## config.mk

```make
export PLATFORM = sky130hd
export DESIGN_NAME = uart_rx_ctrl
export DESIGN_NICKNAME = d
export VERILOG_FILES = /design/src/rtl/uart_rx_pkg.sv /design/src/rtl/rx_bit_timer.sv /design/src/rtl/uart_rx_ctrl.sv
export SDC_FILE = /design/constraint.sdc
export NUM_CORES = 1
export LEC_CHECK = 0
export CAP_MARGIN = 40
export CELL_PAD_IN_SITES_DETAIL_PLACEMENT = 0
export CELL_PAD_IN_SITES_GLOBAL_PLACEMENT = 1
export CORE_MARGIN = 2
export CORE_UTILIZATION = 44
export CTS_CLUSTER_DIAMETER = 80
export DETAILED_ROUTE_END_ITERATION = 7
export PLACE_DENSITY = 0.84
export SLEW_MARGIN = 20
export SYNTH_ARGS = -nofsm -noshare
export SYNTH_HDL_FRONTEND = slang
export SYNTH_HIERARCHICAL = 1
export SYNTH_SLANG_ARGS = --single-unit
```

## constraint.sdc

```tcl
create_clock -name clk -period 3.03 [get_ports clk]
set_input_delay 0.4545 -clock clk [delete_from_list [all_inputs] [get_ports clk]]
set_output_delay 0.4545 -clock clk [all_outputs]
set_load 0.02 [all_outputs]
```

## src/rtl/uart_rx_pkg.sv

```systemverilog
// Shared types for the UART receive controller.
package uart_rx_pkg;

  // Receive sequencer states.
  typedef enum logic [2:0] {
    IDLE  = 3'd0,
    START = 3'd1,
    DATA  = 3'd2,
    STOP  = 3'd3,
    LOAD  = 3'd4
  } rx_state_t;

endpackage

```

## src/rtl/rx_bit_timer.sv

```systemverilog
// Bit-period counter for the UART receiver. Counts 0..terminal and wraps,
// where terminal is either half or a full bit period.
module rx_bit_timer #(
  parameter int CLKS_PER_BIT = 10
) (
  input  logic                            clk,
  input  logic                            rst,
  input  logic                            i_clear,
  input  logic                            i_enable,
  input  logic                            i_half,
  output logic [$clog2(CLKS_PER_BIT)-1:0] o_count,
  output logic                            o_rollover
);

  localparam int TW = $clog2(CLKS_PER_BIT);
  localparam logic [TW-1:0] FULL_TC = TW'(CLKS_PER_BIT - 1);
  localparam logic [TW-1:0] HALF_TC = TW'(CLKS_PER_BIT / 2 - 1);

  logic [TW-1:0] r_count;
  logic [TW-1:0] w_tc;

  assign w_tc       = i_half ? HALF_TC : FULL_TC;
  // Rollover does not look at i_clear so the FSM can derive clear from it.
  assign o_rollover = i_enable && (r_count == w_tc);
  assign o_count    = r_count;

  // Free-running period counter with synchronous clear and wrap at terminal.
  always_ff @(posedge clk or posedge rst) begin
    if (rst) begin
      r_count <= TW'(0);
    end else if (i_clear) begin
      r_count <= TW'(0);
    end else if (i_enable) begin
      if (r_count == w_tc) begin
        r_count <= TW'(0);
      end else begin
        r_count <= r_count + TW'(1);
      end
    end
  end

endmodule

```

## src/rtl/uart_rx_ctrl.sv

```systemverilog
// UART receive controller: start-bit qualification, mid-bit shift strobes,
// stop-bit check and receive-buffer status flags. No data path here; the
// shift register and buffer live outside and follow the strobes.
module uart_rx_ctrl #(
  parameter int CLKS_PER_BIT = 10,
  parameter int DATA_BITS    = 8
) (
  input  logic clk,
  input  logic rst,
  input  logic serial_in,
  input  logic data_read,
  output logic shift_enable,
  output logic load_buffer,
  output logic data_ready,
  output logic framing_error,
  output logic overrun_error
);

  import uart_rx_pkg::*;

  localparam int TW = $clog2(CLKS_PER_BIT);
  localparam int CW = $clog2(DATA_BITS + 1);
  // The shift strobe is registered one cycle ahead so that it is high
  // during the terminal-count cycle, i.e. at the middle of each data bit.
  localparam logic [TW-1:0] SHIFT_LEAD = TW'(CLKS_PER_BIT - 2);
  localparam logic [CW-1:0] LAST_BIT   = CW'(DATA_BITS - 1);

  rx_state_t     r_state;
  rx_state_t     w_state_next;
  logic          r_prev_in;
  logic          w_edge;
  logic [TW-1:0] w_count;
  logic          w_rollover;
  logic          w_tmr_clear;
  logic          w_tmr_enable;
  logic          w_tmr_half;
  logic [CW-1:0] r_bit_count;
  logic          w_shift_set;
  logic          w_load_set;
  logic          w_framing_set;
  logic          w_framing_clr;
  logic          r_shift_enable;
  logic          r_load_buffer;
  logic          r_data_ready;
  logic          r_framing_error;
  logic          r_overrun_error;

  assign w_edge       = r_prev_in && !serial_in;
  assign w_tmr_enable = (r_state == START) || (r_state == DATA) || (r_state == STOP);
  assign w_tmr_half   = (r_state == START);
  assign w_tmr_clear  = !w_tmr_enable || (w_state_next != r_state);

  rx_bit_timer #(
    .CLKS_PER_BIT (CLKS_PER_BIT)
  ) u_bit_timer (
    .clk        (clk),
    .rst        (rst),
    .i_clear    (w_tmr_clear),
    .i_enable   (w_tmr_enable),
    .i_half     (w_tmr_half),
    .o_count    (w_count),
    .o_rollover (w_rollover)
  );

  // Delayed copy of the line for falling-edge detection.
  always_ff @(posedge clk or posedge rst) begin
    if (rst) begin
      r_prev_in <= 1'b1;
    end else begin
      r_prev_in <= serial_in;
    end
  end

  // State register.
  always_ff @(posedge clk or posedge rst) begin
    if (rst) begin
      r_state <= IDLE;
    end else begin
      r_state <= w_state_next;
    end
  end

  // Next-state logic and one-shot event decodes.
  always_comb begin
    w_state_next  = r_state;
    w_shift_set   = 1'b0;
    w_load_set    = 1'b0;
    w_framing_set = 1'b0;
    w_framing_clr = 1'b0;
    case (r_state)
      IDLE: begin
        if (w_edge) begin
          w_state_next = START;
        end else begin
          w_state_next = IDLE;
        end
      end
      START: begin
        if (w_rollover) begin
          if (serial_in) begin
            w_state_next = IDLE;
          end else begin
            w_state_next  = DATA;
            w_framing_clr = 1'b1;
          end
        end else begin
          w_state_next = START;
        end
      end
      DATA: begin
        w_shift_set = (w_count == SHIFT_LEAD);
        if (w_rollover && (r_bit_count == LAST_BIT)) begin
          w_state_next = STOP;
        end else begin
          w_state_next = DATA;
        end
      end
      STOP: begin
        if (w_rollover) begin
          if (serial_in) begin
            w_state_next = LOAD;
            w_load_set   = 1'b1;
          end else begin
            w_state_next  = IDLE;
            w_framing_set = 1'b1;
          end
        end else begin
          w_state_next = STOP;
        end
      end
      LOAD: begin
        w_state_next = IDLE;
      end
      default: begin
        w_state_next = IDLE;
      end
    endcase
  end

  // Data-bit counter, advanced at the end of each data bit period.
  always_ff @(posedge clk or posedge rst) begin
    if (rst) begin
      r_bit_count <= CW'(0);
    end else if ((r_state == DATA) && w_rollover) begin
      if (r_bit_count == LAST_BIT) begin
        r_bit_count <= CW'(0);
      end else begin
        r_bit_count <= r_bit_count + CW'(1);
      end
    end else if (r_state != DATA) begin
      r_bit_count <= CW'(0);
    end
  end

  // Registered strobes to the external shift register and buffer.
  always_ff @(posedge clk or posedge rst) begin
    if (rst) begin
      r_shift_enable <= 1'b0;
      r_load_buffer  <= 1'b0;
    end else begin
      r_shift_enable <= w_shift_set;
      r_load_buffer  <= w_load_set;
    end
  end

  // Status flags: a load wins over a coincident read and never flags overrun.
  always_ff @(posedge clk or posedge rst) begin
    if (rst) begin
      r_data_ready    <= 1'b0;
      r_framing_error <= 1'b0;
      r_overrun_error <= 1'b0;
    end else begin
      if (w_framing_set) begin
        r_framing_error <= 1'b1;
      end else if (w_framing_clr) begin
        r_framing_error <= 1'b0;
      end
      if (r_load_buffer) begin
        r_data_ready <= 1'b1;
        if (r_data_ready && !data_read) begin
          r_overrun_error <= 1'b1;
        end
      end else if (data_read && r_data_ready) begin
        r_data_ready    <= 1'b0;
        r_overrun_error <= 1'b0;
      end
    end
  end

  assign shift_enable  = r_shift_enable;
  assign load_buffer   = r_load_buffer;
  assign data_ready    = r_data_ready;
  assign framing_error = r_framing_error;
  assign overrun_error = r_overrun_error;

endmodule

```

==> results <==
- The post-synthesis sequential element count is 16.
- After clock tree synthesis, the clock-pin slew on the worst setup and hold paths is 90 ps.
- The average instance in the mapped netlist occupies 10.2 sq um.
- The share of layout cells above drive strength 1 is 0.0989.
- The pin count of the biggest net entering global routing is 13.
- The finished layout holds 116 standard cells, fillers aside.
- Dividing the final minimum period by the clock period gives 0.718.
- The die is 46.8 microns wide.
- The final total negative setup slack is 0 ps.
- In this run the number of H-tree levels came out at 1.
- The count of unresolved DRC violations after routing is 0.
- The internal portion of the total power is 0.435 mW.
- The pre-antenna-repair detailed-routing pass consisted of 4 iterations.
- The worst setup path is launched from a register.
- The net switching component of the power is 0.269 mW.
- Data arrives at the worst endpoint at 2390 ps.
- The total global-route track usage is 0.154.
- The cell area reported after detailed placement is 918 sq um.
- The number of vias per cell after detailed routing is 5.10.
- The post-cts sizing count is 0.
- The later pin in the worst-skew pair is clocked with a latency of 280 ps.
- The post-route cell area is 945 sq um.
- The worst setup path category is reg -> reg.
- The number of clock buffers inserted by TritonCTS is 3.
- The number of placed instances with taps included is 112.
- The cell at the slowest stage of the critical path is dfrtp_1.
- The clock passes through at most 2 buffers.
- The count of mapped cells out of synthesis is 79.
- The design draws 0.704 mW.
- The final wirelength is 1.40 mm.
- Power spread over the standard cell area amounts to 745 mW/mm^2.
- The area enclosed by the die boundary is 0.00219 sq mm.
- The max-slew violation total from the final report was 0.
- For this configuration, the core starts out at a cell density of 0.466.
- The share of total power in sequential cells is 0.471.
- Row generation in the floorplan step produced 15 rows.
- The tightest slew margin relative to the limit is 0.687.
- 0 antenna diodes ended up in the layout.
- The core area is 0.00173 sq mm.
- The number of warning messages in the yosys log is 6.
- The flow ran to the end, and the final reports show no timing, DRC or antenna violations.
- The post-synthesis sequential area ratio is 0.499.
- Subtracting the final worst setup slack from the clock period gives 2180 ps.
- The number of nets in the synthesized netlist is 85.
- For the final database, setup skew stands at 9.80 ps.
- Summed over all nets, the half-perimeter wirelength after detailed placement is 1.06 mm.
- The number of hold buffers added after CTS is 0.
- Summing over every cut layer, the via total after detailed routing is 592.
- The detailed-route wire length per cell is 12.0 microns.
- The type of destination of the critical path is a register.
- The wire length of the first global-routing pass is 2.39 mm.
- For the pin with the worst max-slew slack, the measured transition is 467 ps.
- The clock net in this run drives a total of 16 sinks.
- The number of global-route vias before repair is 556.
- At the end of the flow, the number of nets in the layout was 98.
- The root buffer cell is clkbuf_4.
- Port buffering added 8 buffers.
- Setup repair after global routing left no endpoint under its margin.
- Derived from the worst setup path, the maximum achievable clock frequency is 460 MHz.
- The number of max-capacitance violations reported is 0.
- The required time at the worst-slack endpoint is 3240 ps.
- The worst IR drop on VDD is 0.481 mV.
- The slack of the worst reg-to-reg path is 850 ps.
- The total grt overflow is 0.
- The core utilization of the finished layout is 0.547.
- The number of failing hold endpoints at the final stage came to 0.
- The detail route stage leaves a number of antenna-violating nets equal to 0.
- The largest single stage delay on the critical path is 450 ps.
- The share of total power dissipated in the clock network is 0.157.
- The critical path goes through nand2b_1, nor2_1, nand4bb_1, a21oi_2, buf_4, nand4_1, or3_1, a21oi_1.
- Compared with the post-synthesis result, the final layout area differs by 17.4%.
- The top cell types in the final layout, fill and taps aside, are dfrtp_1 (15), nor2_1 (9), clkdlybuf4s50_1 (8).
- Of all nets on the critical path, the largest fanout is 8.
- Measured along the y axis, the die boundary spans 46.8 microns.
- The leakage power figure is 0.413 nW.
- The filler cell count in the final layout is 166.
- The share of total power dissipated in combinational logic is 0.372.
- The initial antenna violation count was 0.
- The worst register-to-register path begins at load_buffer$_DFF_PP0_.
- The weighted congestion reported at the end of routability-driven placement is 0.878.
- In this run, distinct cell masters in the synthesized netlist total 29.
- Setup violations remaining at the end of the flow were counted as 0.
- TritonCTS built the clock tree.
- The number of DRC markers after the initial detailed-route iteration is 11.
- The start point of the critical path is load_buffer$_DFF_PP0_.
- The path class of the tightest hold or removal check is in -> async.
- The library cell used most frequently in the layout, excluding fill and tap cells, is dfrtp_1.
- The number of buffers added for setup after CTS is 0.
- In this run the cell area of the synthesized design comes to 805 sq um.
- The share of total power consumed by net switching is 0.382.
- The I/O pin count is 9.
-- cells by family after synthesis --
family                   count (synthesis)  share of synthesized area
AND/OR/NAND/NOR                         38                      0.280
multiplexers                             3                     0.0389
adder cells (fa/ha/maj)                  2                     0.0311
flip-flops                              16                      0.499
buffers and inverters                    5                     0.0249
XOR/XNOR                                 3                     0.0327
AO/OA/AOI/OAI                           12                     0.0933
-- power groups by stage --
stage          Sequential, mW  Clock [mW]  Combinational [mW]
6_report                0.331       0.111               0.262
5_1_grt                 0.339       0.127               0.304
4_1_cts                 0.331       0.117               0.266
3_5_place_dp            0.335           0               0.262
3_3_place_gp            0.334           0               0.260
2_1_floorplan           0.328           0               0.195
-- area by class of cell --
| cell class | count | area [sq um] | share of cell area |
|---|---|---|---|
| Timing Repair Buffer | 9 | 87.6 | 0.0927 |
| Tap cell | 25 | 31.3 | 0.0331 |
| Inverter | 4 | 15.0 | 0.0159 |
| Sequential cell | 16 | 402 | 0.425 |
| Multi-Input combinational cell | 58 | 383 | 0.405 |
| Clock buffer | 4 | 26.3 | 0.0278 |
-- metal layers --
| layer | routed length [microns] | GRT usage | vias up |
|---|---|---|---|
| met5 | 0 | 0 | - |
| met4 | 8 | 0.0167 | 0 |
| met1 | 669 | 0.213 | 278 |
| li1 | - | - | 301 |
| met3 | 42 | 0.0577 | 2 |
| met2 | 675 | 0.241 | 11 |
-- final timing paths --
path	to	cells past startpoint
worst max-delay path	r_bit_count[3]$_DFFE_PP0P_	8
worst min-delay path	u_bit_timer/o_count[0]$_DFFE_PP0P_	2
worst max register to register	r_bit_count[3]$_DFFE_PP0P_	8
worst min register to register	framing_error$_DFFE_PP0P_	1
max in group asynchronous	r_prev_in$_DFF_PP1_	2
min in group clk	framing_error$_DFFE_PP0P_	1
-- synthesized netlist by cell type (all sizes together) --
master | count | area share
or3b | 1 | 0.014
o311ai | 1 | 0.011
nand2b | 6 | 0.047
nor2b | 2 | 0.016
buf | 1 | 0.0062
nand3 | 2 | 0.012
dfrtp | 15 | 0.47
o21ai | 2 | 0.012
or3 | 1 | 0.0078
a21oi | 6 | 0.042
mux2 | 1 | 0.014
mux2i | 2 | 0.025
inv | 4 | 0.019
nand4bb | 2 | 0.028
and3b | 1 | 0.011
xor2 | 3 | 0.033
a21o | 1 | 0.0093
nor2 | 9 | 0.042
ha | 2 | 0.031
nor4 | 1 | 0.026
nor3b | 1 | 0.0093
nand4 | 2 | 0.016
nand2 | 7 | 0.033
a31oi | 1 | 0.0078
a221oi | 1 | 0.011
nor3 | 3 | 0.019
dfstp | 1 | 0.033
-- state kept, by name (all words and copies together) (netlist names) --
register / cells
r_prev_in: 1
u_bit_timer/o_count: 4
overrun_error: 1
r_bit_count: 4
r_state: 2
framing_error: 1
load_buffer: 1
data_ready: 1
shift_enable: 1
-- through the flow --
step                worst slack [ps]  hold WS [ps]
floorplan                        975           221
global placement                 953           495
detailed placement               877           515
CTS                              869           365
global route                     652           399
finish                           854           373
-- worst max-delay path: cells and delay by family, from the launching register on --
| family | cells | cell delay, ps |
|---|---|---|
| flops | 1 | 450 |
| compound gates | 2 | 460 |
| buf+inv | 1 | 210 |
| simple gates | 5 | 990 |
Power figures use the tool's default switching activity.
